--- config.mk ---
export PLATFORM = sky130hd
export DESIGN_NAME = reg_bank_write_arbiter
export DESIGN_NICKNAME = d
export VERILOG_FILES = /design/src/rtl/reg_bank_write_arbiter.sv
export SDC_FILE = /design/constraint.sdc
export NUM_CORES = 1
export LEC_CHECK = 0
export CORE_MARGIN = 5
export CORE_UTILIZATION = 41
export CTS_CLUSTER_SIZE = 10
export DETAILED_ROUTE_END_ITERATION = 7
export GPL_ROUTABILITY_DRIVEN = 0
export PLACE_DENSITY = 0.95
export SLEW_MARGIN = 30
export SYNTH_ARGS = -nofsm -noshare
export SYNTH_HDL_FRONTEND = slang
export SYNTH_SLANG_ARGS = --single-unit
--- constraint.sdc ---
create_clock -name clk -period 4.8 [get_ports clk]
set_clock_uncertainty 0.2 [all_clocks]
set_input_delay 1.44 -clock clk [delete_from_list [all_inputs] [get_ports clk]]
set_output_delay 1.44 -clock clk [all_outputs]
set_load 0.05 [all_outputs]
--- src/rtl/reg_bank_write_arbiter.sv ---
// Round-robin write arbiter for a bank of enable-gated registers.
// One registered write per cycle; a bounded lock lets the current owner
// keep the bank for up to MAX_LOCK consecutive grants.
module reg_bank_write_arbiter #(
    parameter int WORD_LENGTH = 16,
    parameter int NUM_REQ     = 4,
    parameter int NUM_REGS    = 8,
    parameter int ADDR_WIDTH  = 3,
    parameter int MAX_LOCK    = 4
) (
    input  logic                           clk,
    input  logic                           reset,
    input  logic [NUM_REQ-1:0]             req,
    input  logic [NUM_REQ-1:0]             lock,
    input  logic [NUM_REQ*ADDR_WIDTH-1:0]  addr,
    input  logic [NUM_REQ*WORD_LENGTH-1:0] data,
    output logic [NUM_REQ-1:0]             grant,
    output logic [NUM_REGS-1:0]            reg_enable,
    output logic [WORD_LENGTH-1:0]         reg_data,
    output logic                           addr_err,
    output logic                           locked
);

    localparam int PTR_W = (NUM_REQ > 1) ? $clog2(NUM_REQ) : 1;
    localparam int CNT_W = $clog2(MAX_LOCK + 1);

    typedef enum logic [1:0] {IDLE, GRANT, LOCK} state_t;

    state_t                 state;
    logic [PTR_W-1:0]       ptr;
    logic [PTR_W-1:0]       owner;
    logic [CNT_W-1:0]       lock_cnt;

    logic [NUM_REQ-1:0][ADDR_WIDTH-1:0]  addr_v;
    logic [NUM_REQ-1:0][WORD_LENGTH-1:0] data_v;
    logic [NUM_REQ-1:0]     elig;
    logic                   lock_go;
    logic                   rr_found;
    logic [PTR_W-1:0]       rr_win;
    logic [PTR_W-1:0]       cand;
    logic [PTR_W-1:0]       sel;
    logic [PTR_W-1:0]       ptr_next;
    logic [ADDR_WIDTH-1:0]  sel_addr;
    logic                   addr_bad;
    logic                   any_grant;

    assign addr_v = addr;
    assign data_v = data;

    // A requester granted this cycle sits out the next one unless it continues a lock.
    assign elig = req & ~grant;

    // The owner keeps the bank while it asks for it and the lock budget remains.
    assign lock_go = (state != IDLE) && req[owner] && lock[owner] &&
                     (lock_cnt < CNT_W'(MAX_LOCK));

    // First eligible requester at or after ptr, wrapping around.
    always_comb begin
        rr_found = 1'b0;
        rr_win   = '0;
        cand     = '0;
        for (int k = 0; k < NUM_REQ; k++) begin
            cand = PTR_W'((int'(ptr) + k) % NUM_REQ);
            if (!rr_found && elig[cand]) begin
                rr_found = 1'b1;
                rr_win   = cand;
            end
        end
    end

    assign sel       = lock_go ? owner : rr_win;
    assign any_grant = lock_go | rr_found;
    assign sel_addr  = addr_v[sel];
    assign addr_bad  = (int'(sel_addr) >= NUM_REGS);
    assign ptr_next  = (rr_win == PTR_W'(NUM_REQ - 1)) ? '0 : rr_win + 1'b1;

    // Arbitration FSM with registered write-port outputs.
    always_ff @(posedge clk) begin
        if (reset) begin
            state      <= IDLE;
            ptr        <= '0;
            owner      <= '0;
            lock_cnt   <= '0;
            grant      <= '0;
            reg_enable <= '0;
            reg_data   <= '0;
            addr_err   <= 1'b0;
            locked     <= 1'b0;
        end else if (!any_grant) begin
            state      <= IDLE;
            lock_cnt   <= '0;
            grant      <= '0;
            reg_enable <= '0;
            addr_err   <= 1'b0;
            locked     <= 1'b0;
        end else begin
            owner      <= sel;
            grant      <= NUM_REQ'(1) << sel;
            // Out-of-range address still acknowledges the requester but writes nothing.
            reg_enable <= addr_bad ? '0 : (NUM_REGS'(1) << sel_addr);
            reg_data   <= data_v[sel];
            addr_err   <= addr_bad;
            if (lock_go) begin
                state    <= LOCK;
                locked   <= 1'b1;
                lock_cnt <= lock_cnt + 1'b1;
            end else begin
                state    <= GRANT;
                locked   <= 1'b0;
                lock_cnt <= CNT_W'(1);
                ptr      <= ptr_next;
            end
        end
    end

endmodule

==> results of run 1 <==
## cell usage in the layout, fill, tap and decap left out, types with 3 or more instances in the layout
cell type and count:
sky130_fd_sc_hd__dfxtp_1 37, sky130_fd_sc_hd__nor2b_1 4, sky130_fd_sc_hd__nor4_1 9, sky130_fd_sc_hd__and2_1 3
sky130_fd_sc_hd__nor3_1 3, sky130_fd_sc_hd__nor2_1 7, sky130_fd_sc_hd__clkbuf_8 5, sky130_fd_sc_hd__a21oi_1 5
sky130_fd_sc_hd__a32o_1 16, sky130_fd_sc_hd__mux2i_1 42, sky130_fd_sc_hd__nand2_1 35, sky130_fd_sc_hd__buf_4 4
sky130_fd_sc_hd__mux2_2 3, sky130_fd_sc_hd__clkdlybuf4s50_1 114
## routing by layer
metal  routed length (um)  vias up  track usage, %
met4                  122        0            8.76
met2                 3280       73            37.5
met1                 2020      927            18.3
met5                    0        -               0
met3                  558       12            6.69
li1                     -      980               -
## state kept, by name (all words and copies together), names as in the netlist
| name | flops |
|---|---|
| grant | 4 |
| owner | 2 |
| reg_enable | 8 |
| ptr | 2 |
| reg_data | 16 |
| lock_cnt | 3 |
| locked | 1 |
| state | 1 |
## cell families after synthesis
kind of cell	share of synthesized area [%]
AND/OR/NAND/NOR	16.7
multiplexers	23.1
flip-flops	37.6
AO/OA/AOI/OAI	16.8
buffers and inverters	4.51
adder cells (fa/ha/maj)	0.636
other	0.191
XOR/XNOR	0.445
## power groups by stage
| stage | clock, mW | sequential, mW | combinational [mW] |
|---|---|---|---|
| 3_3_place_gp | 0 | 0.497 | 1.54 |
| 3_5_place_dp | 0 | 0.507 | 1.58 |
| 6_report | 0.206 | 0.500 | 1.57 |
| 4_1_cts | 0.211 | 0.500 | 1.58 |
| 2_1_floorplan | 0 | 0.814 | 0.824 |
| 5_1_grt | 0.225 | 0.517 | 1.68 |
## stage by stage
step	setup slack (ns)	power (mW)	cell area (sq um)
finish	0.749	2.28	3250
global route	0.611	2.43	3250
CTS	0.727	2.29	3250
detailed placement	0.449	2.08	3170
global placement	0.574	2.04	3170
floorplan	1.24	1.64	1970
## worst max-delay path by stage
stage             from       endpoint  cells after the start
3_3_place_gp    req[1]    reg_data[7]                      9
6_report        req[1]    reg_data[4]                      9
4_1_cts         req[1]  reg_enable[5]                      8
3_5_place_dp    req[1]  reg_enable[5]                      8
2_1_floorplan  lock[1]   reg_data[10]                      9
5_1_grt         req[1]  reg_enable[0]                      8
## worst max-delay path: stages
cell and delay, ns:
sky130_fd_sc_hd__clkdlybuf4s50_1 0.51, sky130_fd_sc_hd__nand2_1 0.10, sky130_fd_sc_hd__a311oi_4 0.39, sky130_fd_sc_hd__o211ai_2 0.20, sky130_fd_sc_hd__a32oi_4 0.56, sky130_fd_sc_hd__buf_12 0.26, sky130_fd_sc_hd__mux2i_1 0.22, sky130_fd_sc_hd__nand2_1 0.07
sky130_fd_sc_hd__a32o_1 0.26
## synth_stat cells
cell type,instances,area share [%]
sky130_fd_sc_hd__a21o_1,2,0.76
sky130_fd_sc_hd__mux2i_1,42,21
sky130_fd_sc_hd__a21oi_2,1,0.45
sky130_fd_sc_hd__inv_2,1,0.19
sky130_fd_sc_hd__o21a_1,1,0.38
sky130_fd_sc_hd__buf_6,1,0.57
sky130_fd_sc_hd__a211oi_1,1,0.38
sky130_fd_sc_hd__xnor2_1,1,0.45
sky130_fd_sc_hd__and3_1,2,0.64
sky130_fd_sc_hd__o221ai_1,1,0.45
sky130_fd_sc_hd__a21oi_1,5,1.3
sky130_fd_sc_hd__a311oi_4,1,1.3
sky130_fd_sc_hd__nor4_1,9,2.9
sky130_fd_sc_hd__nand2b_1,2,0.64
sky130_fd_sc_hd__clkbuf_1,5,0.95
sky130_fd_sc_hd__inv_1,1,0.19
sky130_fd_sc_hd__a22oi_1,1,0.38
sky130_fd_sc_hd__o211ai_2,1,0.64
sky130_fd_sc_hd__and2_1,3,0.95
sky130_fd_sc_hd__buf_1,1,0.19
sky130_fd_sc_hd__mux2_2,3,1.7
sky130_fd_sc_hd__buf_2,5,1.3
sky130_fd_sc_hd__dfxtp_1,37,38
sky130_fd_sc_hd__o211a_1,1,0.51
sky130_fd_sc_hd__ha_1,1,0.64
sky130_fd_sc_hd__a32o_1,16,8.1
sky130_fd_sc_hd__nor2b_1,5,1.6
sky130_fd_sc_hd__nand3_1,1,0.25
sky130_fd_sc_hd__nor2_1,7,1.3
sky130_fd_sc_hd__o211ai_1,1,0.38
sky130_fd_sc_hd__a32oi_4,1,1.4
sky130_fd_sc_hd__nor3_1,3,0.76
sky130_fd_sc_hd__o22ai_1,1,0.32
sky130_fd_sc_hd__nand3b_1,1,0.38
sky130_fd_sc_hd__conb_1,1,0.19
sky130_fd_sc_hd__or2_2,2,0.64
sky130_fd_sc_hd__nand2_1,35,6.7
sky130_fd_sc_hd__buf_4,3,1.1
## cell type report
type	count	area, sq um	area share [%]
Clock inverter	2	10.0	0.308
Tap cell	54	67.6	2.08
Clock buffer	6	72.6	2.23
Sequential cell	37	741	22.8
Timing Repair Buffer	120	1210	37.3
Inverter	2	7.51	0.231
Multi-Input combinational cell	152	1140	35.1
==> run summary, run 1 <==
WORST HOLD PATH
--------------------------------------------------------------------------------
Worst hold path startpoint                                           lock_cnt[0]
Hold Path End                                                        lock_cnt[0]
Class of the tightest hold or removal check                              reg2reg
Cells on Worst Hold Path                                                       1

LOGIC SYNTHESIS
--------------------------------------------------------------------------------
Mapped Area                                                         0.00197 sq mm
Flip-flop and latch count after synthesis                                     37
Post-synthesis instance total                                                206
Post-synthesis cell type count                                                38
Share of the yosys chip area belonging to registers                        37.6%
Synthesized net count                                                        293
Post-Syn Area per Cell                                                9.55 sq um
Warnings from Yosys                                                            0

TIMING
--------------------------------------------------------------------------------
Final critical path time including I/O delays and setup                  4.05 ns
Worst hold slack                                                        0.246 ns
Setup total negative slack                                                  0 ns
Final max-slew violation count                                                 0
Count of final hold-check violations                                           0
# setup viols final                                                            0
Timing-limited maximum frequency                                         247 MHz
Remaining max-slew budget at the tightest pin                              52.4%
Worst slew pin tran                                                     0.711 ns
Period utilisation layout                                                  84.4%
RSZ-0062 raised after global routing                                          no

GLOBAL ROUTING
--------------------------------------------------------------------------------
Overall fraction of global-route tracks in use                             19.5%
Vias in the first global route                                              2102
Number of antenna violations at the first check in global routing              0
First-pass GRT wire length                                               9560 um
GRT overflow                                                                   0
Pin count of the biggest net entering global routing                          19

FLOORPLAN
--------------------------------------------------------------------------------
Initial core utilization                                                   41.9%
Die Wd                                                                   79.3 um
Die Area                                                            0.00629 sq mm
Placeable core region                                               0.00469 sq mm
Vertical extent of the die                                               79.3 um
Site row count                                                                25
Top Ports                                                                    116

CLOCK NETWORK
--------------------------------------------------------------------------------
# hold bufs at CTS                                                             0
TritonCTS Buffers                                                              5
Clock transition at the registers of the reported paths                  0.07 ns
Clock tree from TritonCTS                                                   done
CTS Root Cell                                                       sky130_fd_sc_hd__clkbuf_8
Maximum number of buffers from clock root to sink                              2
Clk Latency, worst-skew pair                                             0.29 ns
CTS-repair resized insts                                                       0
Clock sink count                                                              37
H-tree level count                                                             2
Number of buffers inserted to repair setup after CTS                           0

STATUS
--------------------------------------------------------------------------------
Result of the run                                                   finished clean

PWR
--------------------------------------------------------------------------------
Portion of total power attributed to sequential cells                      22.0%
Cell Int Power                                                           1.19 mW
Power Density                                                        700 mW/mm^2
Clock group share of total power                                            9.1%
Comb power frac                                                            69.0%
Switching share of power                                                   47.8%
Highest ir drop seen on vdd                                             0.369 mV
Leakage power summed over all cells                                      1.29 nW
Switching power                                                          1.09 mW

LAYOUT
--------------------------------------------------------------------------------
Layout cell share with drive strength beyond 1                             7.52%
Synthesis-to-layout area growth                                            65.2%
Filler Cells Inserted                                                        355
Final std cells w/o fill                                                     373
Final core utilization                                                     69.3%
Post-layout net count                                                        405
Antenna diode count                                                            0

ROUTE
--------------------------------------------------------------------------------
Drt via density                                                             5.34
Number of routed nets with antenna violations                                  0
Final Routed Wirelength                                                  5980 um
Via count                                                                   1992
DRT Pass-1 Iters                                                               4
Routed wire length per instance                                          16.0 um
Number of DRC violations after detailed routing                                0
DRT iter0 DRCs                                                                63

SETUP PATH
--------------------------------------------------------------------------------
Largest driver fanout on the critical path                                    18
Reg2Reg Launch Point                                                    owner[1]
Critical path endpoint category                                         register
Path type of the worst setup path                                         in2reg
CP required                                                              4.77 ns
Reg2reg setup slack                                                      2.07 ns
Arrival time worst endpoint                                              4.03 ns
Startpoint types                                                       input pin
Reg-to-Reg End                                                       reg_data[4]
Worst r2r path cells                                                           8

PLACE
--------------------------------------------------------------------------------
Half-perimeter wire length after placement                               4860 um
Port Buf Inserts                                                             114
Total instance count after detailed placement                                365

RUN
--------------------------------------------------------------------------------
Max-capacitance violation count                                                0

Note: power is estimated with default switching activity, not from simulation.
==> run 2: changes to the inputs <==
--- a/config.mk
+++ b/config.mk
@@ -6,11 +6,11 @@
 export NUM_CORES = 1
 export LEC_CHECK = 0
 export CORE_MARGIN = 5
-export CORE_UTILIZATION = 41
+export CORE_UTILIZATION = 38
 export CTS_CLUSTER_SIZE = 10
 export DETAILED_ROUTE_END_ITERATION = 7
 export GPL_ROUTABILITY_DRIVEN = 0
-export PLACE_DENSITY = 0.95
+export PLACE_DENSITY = 0.93
 export SLEW_MARGIN = 30
 export SYNTH_ARGS = -nofsm -noshare
 export SYNTH_HDL_FRONTEND = slang
==> constraint.sdc (replaced) <==
create_clock -name clk -period 4.03 [get_ports clk]
set_clock_uncertainty 0.2 [all_clocks]
set_input_delay 1.209 -clock clk [delete_from_list [all_inputs] [get_ports clk]]
set_output_delay 1.209 -clock clk [all_outputs]
set_load 0.05 [all_outputs]
==> run 2 against run 1 <==
Against the previous run: hold slack better by 0.0071 ns; critical path depth stayed put; die area is 6.9% higher.
==> run summary, run 2 (synthesized netlist as in run 1, its figures left out) <==
STATUS
--------------------------------------------------------------------------------
Result of the run                                                   finished clean

RUN
--------------------------------------------------------------------------------
Max-capacitance violation count                                                0

GLOBAL ROUTING
--------------------------------------------------------------------------------
Vias in the first global route                                              2122
Number of antenna violations at the first check in global routing              0
Routing usage on met3                                                      6.91%
GR Layer Usage met2                                                        34.7%
Overall fraction of global-route tracks in use                             18.9%
GRT overflow                                                                   0
Pin count of the biggest net entering global routing                          30
GRT met1 Usage                                                             19.8%
First-pass GRT wire length                                               9770 um
Most heavily used metal layer in global routing                             met2

FLOORPLAN
--------------------------------------------------------------------------------
Die Wd                                                                   82.0 um
Site row count                                                                26
Placeable core region                                               0.00507 sq mm
Die Area                                                            0.00672 sq mm
Initial core utilization                                                   38.8%
Top Ports                                                                    116
Vertical extent of the die                                               82.0 um

PLACE
--------------------------------------------------------------------------------
Half-perimeter wire length after placement                               5000 um
Port Buf Inserts                                                             114

SETUP PATH
--------------------------------------------------------------------------------
Reg2Reg Launch Point                                                    owner[1]
Largest driver fanout on the critical path                                    29
Worst r2r path cells                                                           8
Slowest cell on the critical path                                   sky130_fd_sc_hd__clkdlybuf4s50_1
Arrival time worst endpoint                                              3.72 ns
Start point of the critical path                                          req[1]
Most common cell on crit path                                       sky130_fd_sc_hd__mux2i_1
Reg2reg setup slack                                                      1.37 ns
Critical path endpoint category                                         register
Endpoint of the most critical setup path                            reg_enable[2]
Series of cell instances along the critical path                    clkdlybuf4s50_1 > nand2_1 > a311oi_4 > o211ai_2 > a32oi_4 > buf_12 > mux2i_1 > mux2i_1 > nor4_1
Reg-to-Reg End                                                      reg_enable[2]
Path type of the worst setup path                                         in2reg
Delay of the slowest critical-path stage                                 0.50 ns
CP required                                                              4.01 ns
Startpoint types                                                       input pin

TIMING
--------------------------------------------------------------------------------
Timing-limited maximum frequency                                         267 MHz
Remaining max-slew budget at the tightest pin                              64.9%
Final critical path time including I/O delays and setup                  3.74 ns
Final max-slew violation count                                                 0
Period utilisation layout                                                  92.8%
RSZ-0062 raised after global routing                                          no
Setup total negative slack                                                  0 ns
# setup viols final                                                            0
Count of final hold-check violations                                           0
Worst slew pin tran                                                     0.524 ns

LAYOUT
--------------------------------------------------------------------------------
Antenna diode count                                                            0
Final core utilization                                                     65.2%
Regs by FF count                                                    reg_data x16, reg_enable x8, grant x4
Number of flip-flops in the largest register                                  16
Synthesis-to-layout area growth                                            68.1%
Commonest cells after routing, fill and taps aside                  sky130_fd_sc_hd__clkdlybuf4s50_1, sky130_fd_sc_hd__mux2i_1, sky130_fd_sc_hd__dfxtp_1, sky130_fd_sc_hd__nand2_1, sky130_fd_sc_hd__a32o_1
Commonest non-fill, non-tap cell in the layout                      sky130_fd_sc_hd__clkdlybuf4s50_1
Post-layout net count                                                        408
Layout cell share with drive strength beyond 1                             8.39%
Register name with the most flops                                       reg_data

CLOCK NETWORK
--------------------------------------------------------------------------------
TritonCTS Buffers                                                              5
# hold bufs at CTS                                                             0
Clock tree from TritonCTS                                                   done
CTS-repair resized insts                                                       0
Number of buffers inserted to repair setup after CTS                           0
H-tree level count                                                             2
Clock sink count                                                              37
Clock transition at the registers of the reported paths                  0.07 ns
CTS Root Cell                                                       sky130_fd_sc_hd__clkbuf_8
Clk Latency, worst-skew pair                                             0.28 ns
Maximum number of buffers from clock root to sink                              2

WORST HOLD PATH
--------------------------------------------------------------------------------
Class of the tightest hold or removal check                              reg2reg
Cells on Worst Hold Path                                                       1

ROUTE
--------------------------------------------------------------------------------
DRT Pass-1 Iters                                                               4
Drt via density                                                             5.09
Number of routed nets with antenna violations                                  0
Via count                                                                   1996
Number of DRC violations after detailed routing                                0
Routed wire length per instance                                          15.6 um
Final Routed Wirelength                                                  6120 um
DRT iter0 DRCs                                                                63

PWR
--------------------------------------------------------------------------------
Power Density                                                        841 mW/mm^2
Overall power                                                            2.78 mW
Highest ir drop seen on vdd                                             0.433 mV
Leakage power summed over all cells                                      1.32 nW

==> run 2: cell types whose count changed in the layout (fill, tap and decap cells not counted) <==
cell                       before  now
sky130_fd_sc_hd__clkinv_2       2    1
sky130_fd_sc_hd__buf_4          4    7
sky130_fd_sc_hd__clkbuf_8       5    7
sky130_fd_sc_hd__nor2b_1        4    5
sky130_fd_sc_hd__nor2b_2        1    0
sky130_fd_sc_hd__clkbuf_1       1    0
==> run 2: cell type report <==
cell class | count | area (sq um)
Clock inverter | 1 | 5.00
Inverter | 2 | 7.51
Timing Repair Buffer | 123 | 1230
Fill cell | 432 | 1770
Sequential cell | 37 | 741
Clock buffer | 7 | 96.3
Multi-Input combinational cell | 152 | 1140
Tap cell | 70 | 87.6
==> run 2: metal layers <==
layer	share of wire, %	wire length [um]	up-vias
met5	0	0	-
met4	2.2	135	0
met3	9.3	569	15
met2	52	3160	80
met1	37	2250	921
li1	-	-	980
==> run 2: how the worst min path moves through the flow <==
stage | from | end | slack, ns
floorplan | lock_cnt[0] | lock_cnt[0] | 0.22
global placement | lock_cnt[0] | lock_cnt[0] | 0.24
detailed placement | lock_cnt[0] | lock_cnt[0] | 0.24
CTS | lock_cnt[0] | lock_cnt[0] | 0.25
global route | lock_cnt[0] | lock_cnt[0] | 0.28
finish | lock_cnt[0] | lock_cnt[0] | 0.25
==> run 2: power breakdown <==
group          internal (mW)  leakage, nW  total, mW  switching, mW
Combinational          0.810        0.956       1.91           1.10
Sequential             0.509        0.306      0.596         0.0870
Clock                  0.154       0.0542      0.279          0.124
Total                   1.47         1.32       2.78           1.31
==> run 2: through the flow <==
stage | instances | area (sq um) | setup slack [ns] | hold slack (ns)
4_1_cts | 392 | 3310 | 0.255 | 0.254
6_report | 392 | 3310 | 0.290 | 0.253
3_5_place_dp | 384 | 3210 | 0.0204 | 0.244
2_1_floorplan | 206 | 1970 | 0.702 | 0.215
3_3_place_gp | 384 | 3210 | 0.166 | 0.237
5_1_grt | 392 | 3310 | 0.0882 | 0.281
==> run 2: worst max-delay path: cells and delay by family <==
kind / cells / cell delay [ns]
AOI/OAI and AO/OA: 3 / 0.83
buffers and inverters: 2 / 0.75
muxes: 2 / 0.49
and+or+nand+nor: 2 / 0.43
==> run 3: changes to the inputs <==
--- a/config.mk
+++ b/config.mk
@@ -7,7 +7,7 @@
 export LEC_CHECK = 0
 export CORE_MARGIN = 5
 export CORE_UTILIZATION = 38
-export CTS_CLUSTER_SIZE = 10
+export CTS_CLUSTER_SIZE = 20
 export DETAILED_ROUTE_END_ITERATION = 7
 export GPL_ROUTABILITY_DRIVEN = 0
 export PLACE_DENSITY = 0.93
==> constraint.sdc (replaced) <==
create_clock -name clk -period 4 [get_ports clk]
set_clock_uncertainty 0.2 [all_clocks]
set_input_delay 1.2 -clock clk [delete_from_list [all_inputs] [get_ports clk]]
set_output_delay 1.2 -clock clk [all_outputs]
set_load 0.05 [all_outputs]
==> run 3 against run 2 <==
Against the previous run: sequential share of layout area rose by 0.10 points; wire length fell by 0.44%; combinational power about the same; design area fell by 0.45%; global-route usage is essentially flat; critical path depth is the same; register-to-register slack improved by 0.05 ns; highest routed layer unchanged; utilization decreased by 0.30 points; die area stayed put; non-clock buffer count stayed put; worst setup slack improved by 0.084 ns; total power up 0.42%.
==> run summary, run 3 (synthesized netlist as in run 1, its figures left out) <==
LAYOUT
--------------------------------------------------------------------------------
Number of flip-flops in the largest register                                  16
Antenna diode count                                                            0
Commonest non-fill, non-tap cell in the layout                      sky130_fd_sc_hd__clkdlybuf4s50_1
Register name with the most flops                                       reg_data
Final core utilization                                                     64.9%
Layout cell share with drive strength beyond 1                             7.79%
Synthesis-to-layout area growth                                            67.4%
Post-layout net count                                                        408
Regs by FF count                                                    reg_data x16, reg_enable x8, grant x4
Commonest cells after routing, fill and taps aside                  sky130_fd_sc_hd__clkdlybuf4s50_1, sky130_fd_sc_hd__mux2i_1, sky130_fd_sc_hd__dfxtp_1, sky130_fd_sc_hd__nand2_1, sky130_fd_sc_hd__a32o_1

SETUP PATH
--------------------------------------------------------------------------------
Startpoint types                                                       input pin
Arrival time worst endpoint                                              3.62 ns
CP required                                                              3.99 ns
Path type of the worst setup path                                         in2reg
Largest driver fanout on the critical path                                    17
Critical path endpoint category                                         register

ROUTE
--------------------------------------------------------------------------------
Number of DRC violations after detailed routing                                0
Drt via density                                                             5.06
DRT iter0 DRCs                                                                61
Via count                                                                   1978
Routed wire length per instance                                          15.6 um
Final Routed Wirelength                                                  6090 um
DRT Pass-1 Iters                                                               4
Number of routed nets with antenna violations                                  0

CLOCK NETWORK
--------------------------------------------------------------------------------
Number of buffers inserted to repair setup after CTS                           0
Clk Latency, worst-skew pair                                             0.28 ns
Clock transition at the registers of the reported paths                  0.07 ns
CTS Root Cell                                                       sky130_fd_sc_hd__clkbuf_8
CTS-repair resized insts                                                       0
TritonCTS Buffers                                                              5
Maximum number of buffers from clock root to sink                              2
H-tree level count                                                             2
# hold bufs at CTS                                                             0
Clock sink count                                                              37
Clock tree from TritonCTS                                                   done

STATUS
--------------------------------------------------------------------------------
Result of the run                                                   finished clean

FLOORPLAN
--------------------------------------------------------------------------------
Site row count                                                                26
Top Ports                                                                    116
Die Area                                                            0.00672 sq mm
Initial core utilization                                                   38.8%
Placeable core region                                               0.00507 sq mm
Die Wd                                                                   82.0 um
Vertical extent of the die                                               82.0 um

TIMING
--------------------------------------------------------------------------------
Timing-limited maximum frequency                                         276 MHz
# setup viols final                                                            0
RSZ-0062 raised after global routing                                          no
Final max-slew violation count                                                 0
Remaining max-slew budget at the tightest pin                              61.2%
Period utilisation layout                                                  90.7%
Count of final hold-check violations                                           0
Final critical path time including I/O delays and setup                  3.63 ns
Setup total negative slack                                                  0 ns
Worst slew pin tran                                                     0.580 ns

PLACE
--------------------------------------------------------------------------------
Port Buf Inserts                                                             114
Half-perimeter wire length after placement                               5010 um

GLOBAL ROUTING
--------------------------------------------------------------------------------
Vias in the first global route                                              2069
First-pass GRT wire length                                               9570 um
Number of antenna violations at the first check in global routing              0
Overall fraction of global-route tracks in use                             18.9%
GRT overflow                                                                   0
Pin count of the biggest net entering global routing                          27

PWR
--------------------------------------------------------------------------------
Highest ir drop seen on vdd                                             0.369 mV
Power Density                                                        848 mW/mm^2
Leakage power summed over all cells                                      1.31 nW

RUN
--------------------------------------------------------------------------------
Max-capacitance violation count                                                0

WORST HOLD PATH
--------------------------------------------------------------------------------
Class of the tightest hold or removal check                              reg2reg

[run 3: metrics by stage]
stage / area [sq um] / hold WS (ns) / setup slack (ns) / total power, mW / cells
2_1_floorplan: 1970 / 0.215 / 0.681 / 1.97 / 206
3_3_place_gp: 3210 / 0.244 / 0.226 / 2.49 / 384
3_5_place_dp: 3210 / 0.236 / 0.0824 / 2.55 / 384
4_1_cts: 3290 / 0.245 / 0.370 / 2.81 / 391
5_1_grt: 3290 / 0.278 / 0.149 / 2.97 / 391
6_report: 3290 / 0.242 / 0.374 / 2.79 / 391
[run 3: power breakdown]
part           switching [mW]  internal (mW)  total [mW]
logic                    1.11          0.824        1.93
clock network           0.124          0.137       0.261
registers              0.0903          0.513       0.603
total                    1.32           1.47        2.79
[run 3: area by class of cell]
type	instances	area, sq um
fillers	453	1780
repair buffers	123	1230
multi-input cells	152	1140
flip-flops and latches	37	741
well taps	70	87.6
clock buffers	7	86.3
inverters	2	7.51
[run 3: path summary, 6_finish.rpt]
| check | cells after the start | to | start | slack, ns |
|---|---|---|---|---|
| setup / recovery | 9 | reg_enable[3] | req[1] | 0.37 |
| hold / removal | 1 | lock_cnt[0] | lock_cnt[0] | 0.24 |
| setup reg to reg | 8 | reg_enable[3] | owner[1] | 1.42 |
| hold reg to reg | 1 | lock_cnt[0] | lock_cnt[0] | 0.24 |
[run 3: routing by layer]
layer	GRT usage (%)	vias up	wire length, um
met1	19.0	905	2280
met4	5.48	0	104
met3	7.79	10	549
met5	0	-	0
met2	35.2	81	3160
li1	-	982	-
[run 3: critical path: stages]
cell and delay, ns:
sky130_fd_sc_hd__clkdlybuf4s50_1 0.49, sky130_fd_sc_hd__nand2_1 0.10, sky130_fd_sc_hd__a311oi_4 0.41, sky130_fd_sc_hd__o211ai_2 0.20, sky130_fd_sc_hd__a32oi_4 0.28, sky130_fd_sc_hd__buf_12 0.21, sky130_fd_sc_hd__mux2i_1 0.24, sky130_fd_sc_hd__mux2i_1 0.18
sky130_fd_sc_hd__nor4_1 0.29
